[src/rtl/pipeline2_if.sv]
// Decode-stage bus: fetch-side inputs, writeback port and registered execute-side outputs.
// Handshake: done_in qualifies instr/pc_in for one cycle and done qualifies the outputs; there is no ready, the stage never stalls.
interface pipeline2_if #(
   parameter int INSTR_WIDTH    = 32,
   parameter int PC_WIDTH       = 16,
   parameter int DATA_WIDTH     = 16,
   parameter int REG_ADDR_WIDTH = 4
);
   logic                      pc_chg;
   logic                      done_in;
   logic [INSTR_WIDTH-1:0]    instr;
   logic [PC_WIDTH-1:0]       pc_in;
   logic                      wb_we;
   logic [REG_ADDR_WIDTH-1:0] wb_addr;
   logic [DATA_WIDTH-1:0]     wb_data;
   logic [5:0]                opcode;
   logic [REG_ADDR_WIDTH-1:0] rd_addr;
   logic [DATA_WIDTH-1:0]     rs_val;
   logic [DATA_WIDTH-1:0]     rt_val;
   logic [DATA_WIDTH-1:0]     imm_ext;
   logic [PC_WIDTH-1:0]       pc_out;
   logic                      done;

   modport master (
      output pc_chg, done_in, instr, pc_in, wb_we, wb_addr, wb_data,
      input  opcode, rd_addr, rs_val, rt_val, imm_ext, pc_out, done
   );

   modport slave (
      input  pc_chg, done_in, instr, pc_in, wb_we, wb_addr, wb_data,
      output opcode, rd_addr, rs_val, rt_val, imm_ext, pc_out, done
   );
endinterface

[src/rtl/pipeline2.sv]
// Decode / register-read stage: field decode, 2-read 1-write register file, registered outputs.
// Optional write-through forwarding on same-edge read/write when REG_BYPASS_EN is defined.
module pipeline2 #(
   parameter int INSTR_WIDTH    = 32,
   parameter int PC_WIDTH       = 16,
   parameter int DATA_WIDTH     = 16,
   parameter int REG_ADDR_WIDTH = 4
) (
   input  logic       clk_in,
   input  logic       RST,
   pipeline2_if.slave bus
);
   localparam int DEPTH = 2 ** REG_ADDR_WIDTH;

   logic [5:0]                dec_op;
   logic [REG_ADDR_WIDTH-1:0] dec_rd;
   logic [REG_ADDR_WIDTH-1:0] dec_rs;
   logic [REG_ADDR_WIDTH-1:0] dec_rt;
   logic [DATA_WIDTH-1:0]     dec_imm;
   logic                      wr_en;
   logic [DATA_WIDTH-1:0]     rs_rd;
   logic [DATA_WIDTH-1:0]     rt_rd;
   logic [DATA_WIDTH-1:0]     rf [DEPTH];

   assign dec_op  = bus.instr[31:26];
   assign dec_rd  = bus.instr[22 +: REG_ADDR_WIDTH];
   assign dec_rs  = bus.instr[18 +: REG_ADDR_WIDTH];
   assign dec_rt  = bus.instr[14 +: REG_ADDR_WIDTH];
   // Sized cast of a signed 14-bit field sign-extends (or truncates) to DATA_WIDTH.
   assign dec_imm = DATA_WIDTH'($signed(bus.instr[13:0]));
   assign wr_en   = bus.wb_we && (bus.wb_addr != '0);

   always_comb begin
      rs_rd = '0;
      rt_rd = '0;
      if (dec_rs != '0) rs_rd = rf[dec_rs];
      if (dec_rt != '0) rt_rd = rf[dec_rt];
`ifdef REG_BYPASS_EN
      if (wr_en && (bus.wb_addr == dec_rs)) rs_rd = bus.wb_data;
      if (wr_en && (bus.wb_addr == dec_rt)) rt_rd = bus.wb_data;
`endif
   end

   // The write still commits during a flush; only the stage output is squashed.
   always_ff @(posedge clk_in or negedge RST) begin
      if (!RST) begin
         for (int i = 0; i < DEPTH; i++) rf[i] <= '0;
      end else if (wr_en) begin
         rf[bus.wb_addr] <= bus.wb_data;
      end
   end

   always_ff @(posedge clk_in or negedge RST) begin
      if (!RST) begin
         bus.opcode  <= '0;
         bus.rd_addr <= '0;
         bus.rs_val  <= '0;
         bus.rt_val  <= '0;
         bus.imm_ext <= '0;
         bus.pc_out  <= '0;
         bus.done    <= 1'b0;
      end else if (bus.pc_chg || !bus.done_in) begin
         // Flush and bubble look identical downstream: a NOP with done low, operands held.
         bus.opcode  <= '0;
         bus.rd_addr <= '0;
         bus.done    <= 1'b0;
      end else begin
         bus.opcode  <= dec_op;
         bus.rd_addr <= dec_rd;
         bus.rs_val  <= rs_rd;
         bus.rt_val  <= rt_rd;
         bus.imm_ext <= dec_imm;
         bus.pc_out  <= bus.pc_in;
         bus.done    <= 1'b1;
      end
   end
endmodule

[src/flat_wrapper.sv]
// flat-port wrapper written by rule: the top's interface ports become plain ports
module pipeline2_flat 
#(
   parameter int INSTR_WIDTH    = 32,
   parameter int PC_WIDTH       = 16,
   parameter int DATA_WIDTH     = 16,
   parameter int REG_ADDR_WIDTH = 4
)
  (clk_in, RST, bus_pc_chg, bus_done_in, bus_instr, bus_pc_in, bus_wb_we, bus_wb_addr, bus_wb_data, bus_opcode, bus_rd_addr, bus_rs_val, bus_rt_val, bus_imm_ext, bus_pc_out, bus_done);
  pipeline2_if #(.INSTR_WIDTH(INSTR_WIDTH), .PC_WIDTH(PC_WIDTH), .DATA_WIDTH(DATA_WIDTH), .REG_ADDR_WIDTH(REG_ADDR_WIDTH)) bus_i ();
  input  logic clk_in;
  input  logic RST;
  input wire logic [$bits(bus_i.pc_chg)-1:0] bus_pc_chg;
  input wire logic [$bits(bus_i.done_in)-1:0] bus_done_in;
  input wire logic [$bits(bus_i.instr)-1:0] bus_instr;
  input wire logic [$bits(bus_i.pc_in)-1:0] bus_pc_in;
  input wire logic [$bits(bus_i.wb_we)-1:0] bus_wb_we;
  input wire logic [$bits(bus_i.wb_addr)-1:0] bus_wb_addr;
  input wire logic [$bits(bus_i.wb_data)-1:0] bus_wb_data;
  output wire logic [$bits(bus_i.opcode)-1:0] bus_opcode;
  output wire logic [$bits(bus_i.rd_addr)-1:0] bus_rd_addr;
  output wire logic [$bits(bus_i.rs_val)-1:0] bus_rs_val;
  output wire logic [$bits(bus_i.rt_val)-1:0] bus_rt_val;
  output wire logic [$bits(bus_i.imm_ext)-1:0] bus_imm_ext;
  output wire logic [$bits(bus_i.pc_out)-1:0] bus_pc_out;
  output wire logic [$bits(bus_i.done)-1:0] bus_done;
  assign bus_i.pc_chg = bus_pc_chg;
  assign bus_i.done_in = bus_done_in;
  assign bus_i.instr = bus_instr;
  assign bus_i.pc_in = bus_pc_in;
  assign bus_i.wb_we = bus_wb_we;
  assign bus_i.wb_addr = bus_wb_addr;
  assign bus_i.wb_data = bus_wb_data;
  assign bus_opcode = bus_i.opcode;
  assign bus_rd_addr = bus_i.rd_addr;
  assign bus_rs_val = bus_i.rs_val;
  assign bus_rt_val = bus_i.rt_val;
  assign bus_imm_ext = bus_i.imm_ext;
  assign bus_pc_out = bus_i.pc_out;
  assign bus_done = bus_i.done;
  pipeline2 #(.INSTR_WIDTH(INSTR_WIDTH), .PC_WIDTH(PC_WIDTH), .DATA_WIDTH(DATA_WIDTH), .REG_ADDR_WIDTH(REG_ADDR_WIDTH)) u_core (.clk_in(clk_in), .RST(RST), .bus(bus_i));
endmodule
[config.mk]
export PLATFORM = sky130hd
export DESIGN_NAME = pipeline2_flat
export DESIGN_NICKNAME = d
export VERILOG_FILES = /design/src/rtl/pipeline2_if.sv /design/src/rtl/pipeline2.sv /design/src/flat_wrapper.sv
export SDC_FILE = /design/constraint.sdc
export NUM_CORES = 1
export LEC_CHECK = 0
export CAP_MARGIN = 10
export CORE_MARGIN = 2
export CORE_UTILIZATION = 58
export CTS_CLUSTER_DIAMETER = 60
export DETAILED_ROUTE_END_ITERATION = 12
export PLACE_DENSITY_LB_ADDON = 0.3
export SETUP_SLACK_MARGIN = 0.3
export SLEW_MARGIN = 20
export SYNTH_ARGS = -nofsm -noshare
export SYNTH_HDL_FRONTEND = slang
export SYNTH_SLANG_ARGS = --single-unit
[constraint.sdc]
create_clock -name clk_in -period 1.8 [get_ports clk_in]
set_input_delay 0.18 -clock clk_in [delete_from_list [all_inputs] [get_ports clk_in]]
set_output_delay 0.18 -clock clk_in [all_outputs]
set_load 0.02 [all_outputs]
* Yosys cells after proc, flatten, opt, wreduce, memory -nomap -nowiden
Index checks and enable logic that the tools add are counted.
** Cells by class
- Order comparisons :: 4
- Bitwise operators :: 3
- Reduce and logical (&&, ||, !) cells :: 7
- Mux-type cells :: 14
** Operators by type and width (count)
- 256-bit bitwise mux :: 1
- 16-bit binary-select mux with 4-bit select :: 2
- 16-bit 2-to-1 mux :: 7
- 16-bit demux with 4-bit select :: 1
- 5-bit greater-or-equal comparator (second input constant) :: 3
- 4-bit NOT with 5-bit output :: 3
- 4-bit nonzero test :: 3
- 6-bit 2-to-1 mux :: 1
- 5-bit by 1-bit less-than comparator with 1-bit output (second input constant) :: 1
- 4-bit 2-to-1 mux :: 1
- 1-bit logical AND :: 2
- 1-bit zero test :: 1
- 1-bit logical OR :: 1
- 1-bit 2-to-1 mux :: 1
** Storage, ports and cells
- Input port bits :: 73
- Output and inout port bits :: 75
- Word-level logic and storage cells :: 51
- Flip-flop bits (word level) :: 329

* Logic depth before layout (Yosys ltp)
Gate-level depths: netlist of run 1.
- Depth after elaboration :: 6
- Gate-level depth with buffers :: 8
- Depth with buffers taken out :: 5

* Worst setup path after synthesis of run 1
Ideal clock, no wire load.
- Path kind :: input to register
- Start point :: input bus_instr[14]
- End point :: register u_core.bus.rt_val[12]
- Stages :: 6
- Library setup time :: 0.126 ns
- Setup slack :: 0.279 ns
- Data arrival time :: 1.395 ns
- Data required time :: 1.674 ns
- Path buffers :: 2
- Path through :: buf_6 > buf_6 > mux4_2 > nor2b_1 > nor3_1 > a221o_1
** Between the ends
- Word-level cells in the longest chain between the ends :: 5
- Elaborated cells between the ends (all ways) :: 6
- Those cells by class :: mux: 4; bitwise: 1; reduce/logical: 1
** Ends and longest elaborated chain
- start: declaration :: line flat_wrapper.sv:15 : input wire logic [$bits(bus_i.instr)-1:0] bus_instr;
- 4-bit NOT with 5-bit output (implied by the code) :: line pipeline2.sv:37 : if (dec_rt != '0) rt_rd = rf[dec_rt];
- 16-bit binary-select mux with 4-bit select :: line pipeline2.sv:37
- 16-bit 2-to-1 mux (implied by the code) (2 in a row) :: line pipeline2.sv:37
- 16-bit 2-to-1 mux * :: line pipeline2.sv:37
- end signal: assignment :: line pipeline2.sv:71 : bus.rt_val <= rt_rd;
- end: declaration :: line pipeline2_if.sv:31 : output opcode, rd_addr, rs_val, rt_val, imm_ext, pc_out, done
Every way passes the cells marked *; elsewhere a longest branch is shown, timed or not. The select of a mux whose other input is x is not followed.
A chain may end at the register's enable or synchronous reset.

* Worst setup path in the final report of run 1
- Start point :: register u_core.rf[134] (netlist bit)
- End point :: register u_core.bus.rt_val[6]
** Between the ends
- Word-level cells in the longest chain between the ends :: 4
** Ends and longest elaborated chain
- start: declaration :: line pipeline2.sv:23 : logic [DATA_WIDTH-1:0] rf [DEPTH];
- start signal: indexed assignment :: line pipeline2.sv:49 : rf[bus.wb_addr] <= bus.wb_data;
- 16-bit binary-select mux with 4-bit select :: line pipeline2.sv:37
- 16-bit 2-to-1 mux (implied by the code) (2 in a row) :: line pipeline2.sv:37
- 16-bit 2-to-1 mux :: line pipeline2.sv:37
Every way passes these cells. The select of a mux whose other input is x is not followed.

==> results of run 1 <==
-- layout by cell type (no fill, tap or decap), types with 11 or more instances in the layout --
cell type	Yosys	routed
sky130_fd_sc_hd__nor2b_1	19	13
sky130_fd_sc_hd__buf_12	1	39
sky130_fd_sc_hd__a221oi_1	31	23
sky130_fd_sc_hd__o21ai_0	16	15
sky130_fd_sc_hd__dfrtp_1	329	329
sky130_fd_sc_hd__a22o_1	15	15
sky130_fd_sc_hd__clkdlybuf4s50_1	0	65
sky130_fd_sc_hd__dlygate4sd2_1	0	71
sky130_fd_sc_hd__a211oi_1	16	16
sky130_fd_sc_hd__a221o_1	15	15
sky130_fd_sc_hd__mux4_2	34	34
sky130_fd_sc_hd__nand2_1	110	110
sky130_fd_sc_hd__mux2i_1	156	156
sky130_fd_sc_hd__clkbuf_1	62	11
sky130_fd_sc_hd__a2111oi_4	0	12
sky130_fd_sc_hd__clkbuf_16	0	37
sky130_fd_sc_hd__nor3_1	15	12
sky130_fd_sc_hd__nor4_1	16	14
sky130_fd_sc_hd__buf_4	12	84
sky130_fd_sc_hd__nor2_1	26	17
sky130_fd_sc_hd__o22ai_1	32	30
sky130_fd_sc_hd__and2_1	27	27
sky130_fd_sc_hd__mux2_2	257	257
-- Yosys cell counts (all sizes together) --
library cell / count
nand3: 1
nor3: 15
or3: 3
nand2b: 8
o21ai: 16
or2: 1
a2111oi: 16
nor2: 26
inv: 1
clkbuf: 62
o311ai: 1
mux2: 257
a221oi: 31
o31ai: 1
nor2b: 19
nand3b: 2
and2: 28
dfrtp: 329
a22o: 15
mux2i: 156
nor3b: 1
nor4: 16
buf: 66
mux4: 34
o22ai: 32
a221o: 15
nand2: 110
a211oi: 16
-- worst reg2reg max path, cell delays in order (launching register included) --
cell                      delay [ps]
sky130_fd_sc_hd__dfrtp_1         390
sky130_fd_sc_hd__mux4_2          470
sky130_fd_sc_hd__nor2b_1         120
sky130_fd_sc_hd__nor3_1           70
sky130_fd_sc_hd__buf_4           140
sky130_fd_sc_hd__a221o_1         250
-- through the flow --
stage | cell area, um^2 | power [mW]
global placement | 19100 | 14.8
floorplan | 16400 | 13.1
finish | 20500 | 22.3
global route | 20500 | 23.2
detailed placement | 19100 | 15.0
CTS | 20200 | 22.1
-- power by group --
group	leakage [nW]	total (mW)	internal (mW)	switching [mW]
clock network	0.556	7.19	4.30	2.89
registers	4.10	10.0	8.87	1.17
logic	4.61	5.08	2.78	2.30
-- metal layers --
metal / vias up / GRT usage (%) / wire (um)
li1: 5080 / - / -
met1: 6053 / 42.3 / 18700
met2: 611 / 51.8 / 22100
met3: 156 / 6.12 / 3710
met4: 0 / 13.5 / 2140
met5: - / 0 / 0
-- kinds of logic (layout without fill, tap and decap cells) --
kind of cell	after synthesis	after routing	synth area share, %
muxes	447	447	32.0
DFF	329	329	50.4
and+or+nand+nor	230	230	6.63
AOI/OAI and AO/OA	143	143	6.85
buffers and inverters	129	334	4.08
-- cell type report --
class / count / area [um^2]
Tap cell: 378 / 473
Sequential cell: 329 / 8230
Clock buffer: 54 / 1050
Inverter: 1 / 3.75
Fill cell: 1872 / 7320
Multi-Input combinational cell: 820 / 7800
Clock inverter: 7 / 91.3
Timing Repair Buffer: 272 / 2810
-- flip-flops by register name, summed over array words and instances, names as in the netlist --
name and cells:
u_core.bus.pc_out 16, u_core.bus.done 1, u_core.bus.rt_val 16, u_core.bus.imm_ext 14
u_core.bus.rs_val 16, u_core.bus.opcode 6, u_core.rf 256, u_core.bus.rd_addr 4
-- timing repair --
action	in CTS	in global routing
setup endpoints to repair	90	28
hold buffers	1	0
buffers inserted	2	4
gates resized for setup	90	35
pin swaps	1	9
endpoints found under the hold margin	143	0
-- worst paths after layout --
check | startpoint | to | slack, ps | cells after the start
hold reg to reg | u_core.rf[241] | u_core.rf[241] | 380 | 0
max in group asynchronous | RST | u_core.rf[230] | 860 | 3
setup reg to reg | u_core.rf[134] | u_core.bus.rt_val[6] | 250 | 5
hold / removal | bus_instr[11] | u_core.bus.imm_ext[11] | 180 | 3
min in group asynchronous | RST | u_core.rf[162] | 190 | 2
setup / recovery | u_core.rf[134] | u_core.bus.rt_val[6] | 250 | 5
==> impl_metrics.prom, run 1 <==
# TYPE chip_impl_metric gauge
chip_impl_info{name="unrepaired_setup_endpoints_after_global_routing",value="yes"} 1
chip_impl_info{name="synth_top_cells_by_area",value="sky130_fd_sc_hd__dfrtp_1 50%, sky130_fd_sc_hd__mux2_2 18%, sky130_fd_sc_hd__mux2i_1 9.6%"} 1
chip_impl_metric{name="critPathRequiredTime",unit="ps"} 2190
chip_impl_metric{name="critPathMaxStageDelay",unit="ps"} 470
chip_impl_metric{name="fp-row-count",unit=""} 61
chip_impl_metric{name="post-route-period-util",unit="%"} 86.3
chip_impl_metric{name="antenna-diode-count",unit=""} 0
chip_impl_metric{name="timing.critical_path.fanout_max",unit=""} 3
chip_impl_metric{name="worst_clock_skew",unit="ps"} 18.4
chip_impl_metric{name="insertion_delay",unit="ps"} 520
chip_impl_metric{name="placed_cells",unit=""} 1793
chip_impl_info{name="worst_path_dominant_cell_family",value="multiplexers"} 1
chip_impl_metric{name="die-height",unit="um"} 172
chip_impl_metric{name="routed_wire_length_per_instance",unit="um"} 25.1
chip_impl_metric{name="die_width",unit="um"} 172
chip_impl_metric{name="cp.arrival",unit="ps"} 1950
chip_impl_metric{name="grtUsageTotal",unit="%"} 31.9
chip_impl_metric{name="cts.sinks",unit=""} 329
chip_impl_metric{name="timing.max_cap.violations",unit=""} 0
chip_impl_info{name="hold_class",value="input pin to flip-flop"} 1
chip_impl_metric{name="synth_largest_type_area_fraction",unit="%"} 50.4
chip_impl_metric{name="clk_pin_slew_worst_paths",unit="ps"} 60
chip_impl_metric{name="gpl.final_weighted_congestion",unit=""} 0.882
chip_impl_info{name="clock_tree_from_tritoncts",value="built"} 1
chip_impl_metric{name="fmaxAchievable",unit="MHz"} 643
chip_impl_info{name="yosysTopAreaCell",value="sky130_fd_sc_hd__dfrtp_1"} 1
chip_impl_metric{name="synthesis.nets",unit=""} 1351
chip_impl_metric{name="cts-buffers-inserted",unit=""} 36
chip_impl_metric{name="min_period",unit="ps"} 1550
chip_impl_metric{name="finish.net_count",unit=""} 1533
chip_impl_metric{name="ys_seq_area_share",unit="%"} 50.4
chip_impl_metric{name="power-per-cell-area",unit="nW/um^2"} 1090
chip_impl_metric{name="drt_first_iter_violations",unit=""} 1086
chip_impl_metric{name="via_count",unit=""} 11900
chip_impl_metric{name="synth.avg_cell_area",unit="um^2"} 12.8
chip_impl_metric{name="starting_density",unit="%"} 58.7
chip_impl_info{name="cts.root.buffer_cell",value="sky130_fd_sc_hd__clkbuf_16"} 1
chip_impl_metric{name="final-hold-violation-count",unit=""} 0
chip_impl_metric{name="path_buf_inv",unit=""} 1
chip_impl_metric{name="layout-drive-gt1-share",unit="%"} 35.2
chip_impl_metric{name="setup_ws",unit="ps"} 246
chip_impl_info{name="cp_slowest_cell",value="sky130_fd_sc_hd__mux4_2"} 1
chip_impl_metric{name="cts-htree-levels",unit=""} 2
chip_impl_metric{name="worst_pin_slew",unit="ps"} 660
chip_impl_metric{name="slew-limit-headroom",unit="%"} 55.9
chip_impl_metric{name="io_pins",unit=""} 148
chip_impl_metric{name="synth_cell_type_count",unit=""} 34
chip_impl_metric{name="yosysWarningCount",unit=""} 0
chip_impl_metric{name="maxSlewViolCount",unit=""} 0
chip_impl_info{name="worstSetupStartpointType",value="flip-flop"} 1
chip_impl_metric{name="max-vdd-ir-drop",unit="mV"} 0.850
chip_impl_metric{name="finalSetupViolCount",unit=""} 0
chip_impl_metric{name="postLayoutCoreUtil",unit="%"} 73.7
chip_impl_metric{name="grt_first_pass_wirelength",unit="um"} 71100
chip_impl_metric{name="clockBufferDepth",unit=""} 3
chip_impl_metric{name="hpwl",unit="um"} 29900
chip_impl_metric{name="fin_cells",unit=""} 1861
chip_impl_info{name="critical_path.cell_chain",value="mux4_2 -> nor2b_1 -> nor3_1 -> buf_4 -> a221o_1"} 1
chip_impl_metric{name="grt_pass1_vias",unit=""} 12400
chip_impl_metric{name="viasPerCell",unit=""} 6.39
chip_impl_info{name="outcome",value="finished clean"} 1
chip_impl_metric{name="worst_hold_slack",unit="ps"} 182
chip_impl_metric{name="syn_inst",unit=""} 1278
chip_impl_metric{name="maximum_number_of_pins_on_one_net_before_global_route_repair",unit=""} 51
chip_impl_metric{name="post_synth_instance_area",unit="um^2"} 16300
chip_impl_metric{name="timing.setup.tns",unit="ps"} 0
chip_impl_metric{name="grt_antenna_before_repair",unit=""} 1
chip_impl_metric{name="buffer_ports.inserted",unit=""} 147
chip_impl_metric{name="detail_route.first_pass.iterations",unit=""} 5
chip_impl_metric{name="post-place-ws",unit="ps"} -344
chip_impl_metric{name="floorplan.core_area",unit="um^2"} 27800
chip_impl_metric{name="ant_nets",unit=""} 0
chip_impl_metric{name="die_footprint",unit="um^2"} 29500
chip_impl_info{name="type_of_the_setup_path_with_the_least_slack",value="flip-flop to flip-flop"} 1
chip_impl_metric{name="grt_remaining_overflow",unit=""} 0
chip_impl_metric{name="synth.ff_latch_count",unit=""} 329
chip_impl_metric{name="flow.area_growth_from_synthesis",unit="%"} 25.4
chip_impl_metric{name="p_leak",unit="nW"} 9.27
chip_impl_metric{name="wl",unit="um"} 46700
chip_impl_metric{name="drcViolationCount",unit=""} 0
chip_impl_info{name="critical_path.endpoint_type",value="flip-flop"} 1
(Power assumes the default switching activity.)
==> run 2, diff against run 1 <==
--- a/config.mk
+++ b/config.mk
@@ -12,7 +12,6 @@
 export DETAILED_ROUTE_END_ITERATION = 12
 export PLACE_DENSITY_LB_ADDON = 0.3
 export SETUP_SLACK_MARGIN = 0.3
-export SLEW_MARGIN = 20
 export SYNTH_ARGS = -nofsm -noshare
 export SYNTH_HDL_FRONTEND = slang
 export SYNTH_SLANG_ARGS = --single-unit
==> results of run 2 <==
No change in the layout: final DEF, timing and power equal those of run 1.
==> run 3, diff against run 2 <==
--- a/config.mk
+++ b/config.mk
@@ -10,6 +10,7 @@
 export CORE_UTILIZATION = 58
 export CTS_CLUSTER_DIAMETER = 60
 export DETAILED_ROUTE_END_ITERATION = 12
+export MAX_ROUTING_LAYER = met4
 export PLACE_DENSITY_LB_ADDON = 0.3
 export SETUP_SLACK_MARGIN = 0.3
 export SYNTH_ARGS = -nofsm -noshare
==> run 3 against run 2 <==
Die area is the same. Critical path depth unchanged. Maximum frequency about the same. First-iteration DRC count increased by 3.5%. Setup slack better by 1.1 ps. Utilization stayed put. Critical path type unchanged. Highest routed layer unchanged.
==> impl_metrics.prom, run 3 (synthesis results as in run 1) <==
# TYPE chip_impl_metric gauge
chip_impl_metric{name="antenna-diode-count",unit=""} 0
chip_impl_metric{name="drcViolationCount",unit=""} 0
chip_impl_metric{name="finalPower",unit="mW"} 22.3
chip_impl_info{name="worst_r2r_startpoint",value="u_core.rf[134]"} 1
chip_impl_metric{name="cp.arrival",unit="ps"} 1950
chip_impl_metric{name="finish.net_count",unit=""} 1533
chip_impl_metric{name="grt_pass1_vias",unit=""} 12400
chip_impl_metric{name="seq_area",unit="um^2"} 8230
chip_impl_metric{name="p_leak",unit="nW"} 9.27
chip_impl_metric{name="grt_first_pass_wirelength",unit="um"} 71100
chip_impl_metric{name="slew-limit-headroom",unit="%"} 56.1
chip_impl_metric{name="fmaxAchievable",unit="MHz"} 644
chip_impl_metric{name="worst_pin_slew",unit="ps"} 657
chip_impl_metric{name="grtUsageTotal",unit="%"} 32.9
chip_impl_metric{name="flow.area_growth_from_synthesis",unit="%"} 25.4
chip_impl_metric{name="final-hold-violation-count",unit=""} 0
chip_impl_metric{name="viasPerCell",unit=""} 6.42
chip_impl_info{name="largest-register",value="u_core.rf"} 1
chip_impl_metric{name="gpl.final_weighted_congestion",unit=""} 0.897
chip_impl_metric{name="reg2reg_depth",unit=""} 5
chip_impl_metric{name="hpwl",unit="um"} 29900
chip_impl_metric{name="starting_density",unit="%"} 58.7
chip_impl_metric{name="critPathRequiredTime",unit="ps"} 2190
chip_impl_metric{name="multiInputGateArea",unit="um^2"} 7800
chip_impl_metric{name="grt_remaining_overflow",unit=""} 0
chip_impl_metric{name="wl",unit="um"} 46700
chip_impl_info{name="hold_class",value="input pin to flip-flop"} 1
chip_impl_metric{name="die-height",unit="um"} 172
chip_impl_metric{name="routed_wire_length_per_instance",unit="um"} 25.1
chip_impl_metric{name="power-per-cell-area",unit="nW/um^2"} 1090
chip_impl_info{name="startpoint",value="u_core.rf[134]"} 1
chip_impl_metric{name="floorplan.core_area",unit="um^2"} 27800
chip_impl_info{name="final_cell_mix",value="329 x sky130_fd_sc_hd__dfrtp_1, 257 x sky130_fd_sc_hd__mux2_2, 156 x sky130_fd_sc_hd__mux2i_1"} 1
chip_impl_metric{name="die_footprint",unit="um^2"} 29500
chip_impl_metric{name="grt_antenna_before_repair",unit=""} 1
chip_impl_metric{name="buffer_ports.inserted",unit=""} 147
chip_impl_metric{name="layout-drive-gt1-share",unit="%"} 35.2
chip_impl_metric{name="insertion_delay",unit="ps"} 520
chip_impl_info{name="cts.root.buffer_cell",value="sky130_fd_sc_hd__clkbuf_16"} 1
chip_impl_metric{name="finalSetupViolCount",unit=""} 0
chip_impl_metric{name="cts-htree-levels",unit=""} 2
chip_impl_info{name="outcome",value="finished clean"} 1
chip_impl_metric{name="max-vdd-ir-drop",unit="mV"} 0.843
chip_impl_metric{name="worst_clock_skew",unit="ps"} 19.6
chip_impl_metric{name="detail_route.first_pass.iterations",unit=""} 5
chip_impl_info{name="clock_tree_from_tritoncts",value="built"} 1
chip_impl_info{name="type_of_the_setup_path_with_the_least_slack",value="flip-flop to flip-flop"} 1
chip_impl_info{name="mostFrequentLayoutCell",value="sky130_fd_sc_hd__dfrtp_1"} 1
chip_impl_metric{name="drt_first_iter_violations",unit=""} 1124
chip_impl_metric{name="io_pins",unit=""} 148
chip_impl_info{name="worst_setup_path_endpoint",value="u_core.bus.rt_val[6]"} 1
chip_impl_metric{name="fp-row-count",unit=""} 61
chip_impl_metric{name="max_reg_flops",unit=""} 256
chip_impl_metric{name="post-route-period-util",unit="%"} 86.3
chip_impl_metric{name="cts-buffers-inserted",unit=""} 36
chip_impl_metric{name="die_width",unit="um"} 172
chip_impl_info{name="r2r-end",value="u_core.bus.rt_val[6]"} 1
chip_impl_metric{name="clk_pin_slew_worst_paths",unit="ps"} 60
chip_impl_metric{name="cts.sinks",unit=""} 329
chip_impl_metric{name="fin_cells",unit=""} 1861
chip_impl_metric{name="placed_cells",unit=""} 1793
chip_impl_metric{name="clockBufferDepth",unit=""} 3
chip_impl_metric{name="timing.critical_path.fanout_max",unit=""} 3
chip_impl_metric{name="ant_nets",unit=""} 0
chip_impl_metric{name="min_period",unit="ps"} 1550
chip_impl_metric{name="rrSetupSlack",unit="ps"} 250
chip_impl_metric{name="fill_count",unit=""} 1872
chip_impl_metric{name="timing.max_cap.violations",unit=""} 0
chip_impl_metric{name="via_count",unit=""} 11900
chip_impl_info{name="critical_path.endpoint_type",value="flip-flop"} 1
chip_impl_metric{name="maxSlewViolCount",unit=""} 0
chip_impl_info{name="worstSetupStartpointType",value="flip-flop"} 1
chip_impl_metric{name="maximum_number_of_pins_on_one_net_before_global_route_repair",unit=""} 51
chip_impl_info{name="unrepaired_setup_endpoints_after_global_routing",value="yes"} 1
## run 3: cell type report
| class | instances | area share, % |
|---|---|---|
| inverter | 1 | 0.0183 |
| timing repair buffer | 272 | 13.7 |
| multi-input combinational | 820 | 38.1 |
| sequential | 329 | 40.2 |
| clock inverter | 7 | 0.446 |
| clock buffer | 54 | 5.13 |
| tap | 378 | 2.31 |
## run 3: where the power goes
part / switching, mW / internal, mW / total (mW) / leakage [nW]
Combinational: 2.30 / 2.78 / 5.08 / 4.61
Clock: 2.91 / 4.30 / 7.21 / 0.556
Sequential: 1.18 / 8.87 / 10.1 / 4.10
## run 3: repair_timing
action / in CTS / in global routing
resized for setup: 90 / 35
hold endpoints to repair: 143 / 0
pin swaps: 1 / 9
hold buffers: 1 / 0
buffers inserted: 2 / 4
endpoints found under the setup margin: 90 / 28
## run 3: per-stage QoR
stage / util [%] / setup TNS (ps) / cell area (um^2) / hold slack, ps / worst slack, ps
after CTS: 72.8 / 0 / 20200 / 176 / 237
after global routing: 73.7 / 0 / 20500 / 201 / 171
after floorplan: - / 0 / 16400 / -116 / 296
after detailed placement: 68.7 / -8710 / 19100 / 139 / -344
final: 73.7 / 0 / 20500 / 182 / 247
after global placement: 68.7 / -3640 / 19100 / 136 / -203
## run 3: metal layers
layer  up-vias  track usage (%)  part of all wire, %
li1       5097                -                    -
met1      6096             42.4                   40
met2       598             51.8                   48
met3       151             5.94                  7.7
met4         0             13.5                  4.4
met5         -                -                    0
## run 3: how the worst min path moves through the flow
stage / startpoint / to / slack, ps / cells past startpoint
floorplan: RST / u_core.bus.done / -120 / 0
global placement: RST / u_core.rf[255] / 140 / 1
detailed placement: RST / u_core.rf[255] / 140 / 1
CTS: bus_instr[11] / u_core.bus.imm_ext[11] / 180 / 3
global route: bus_instr[11] / u_core.bus.imm_ext[11] / 200 / 3
finish: bus_instr[11] / u_core.bus.imm_ext[11] / 180 / 3
## run 3: critical path: stages (launching register included)
cell                      delay (ps)
sky130_fd_sc_hd__dfrtp_1         390
sky130_fd_sc_hd__mux4_2          470
sky130_fd_sc_hd__nor2b_1         120
sky130_fd_sc_hd__nor3_1           70
sky130_fd_sc_hd__buf_4           140
sky130_fd_sc_hd__a221o_1         250
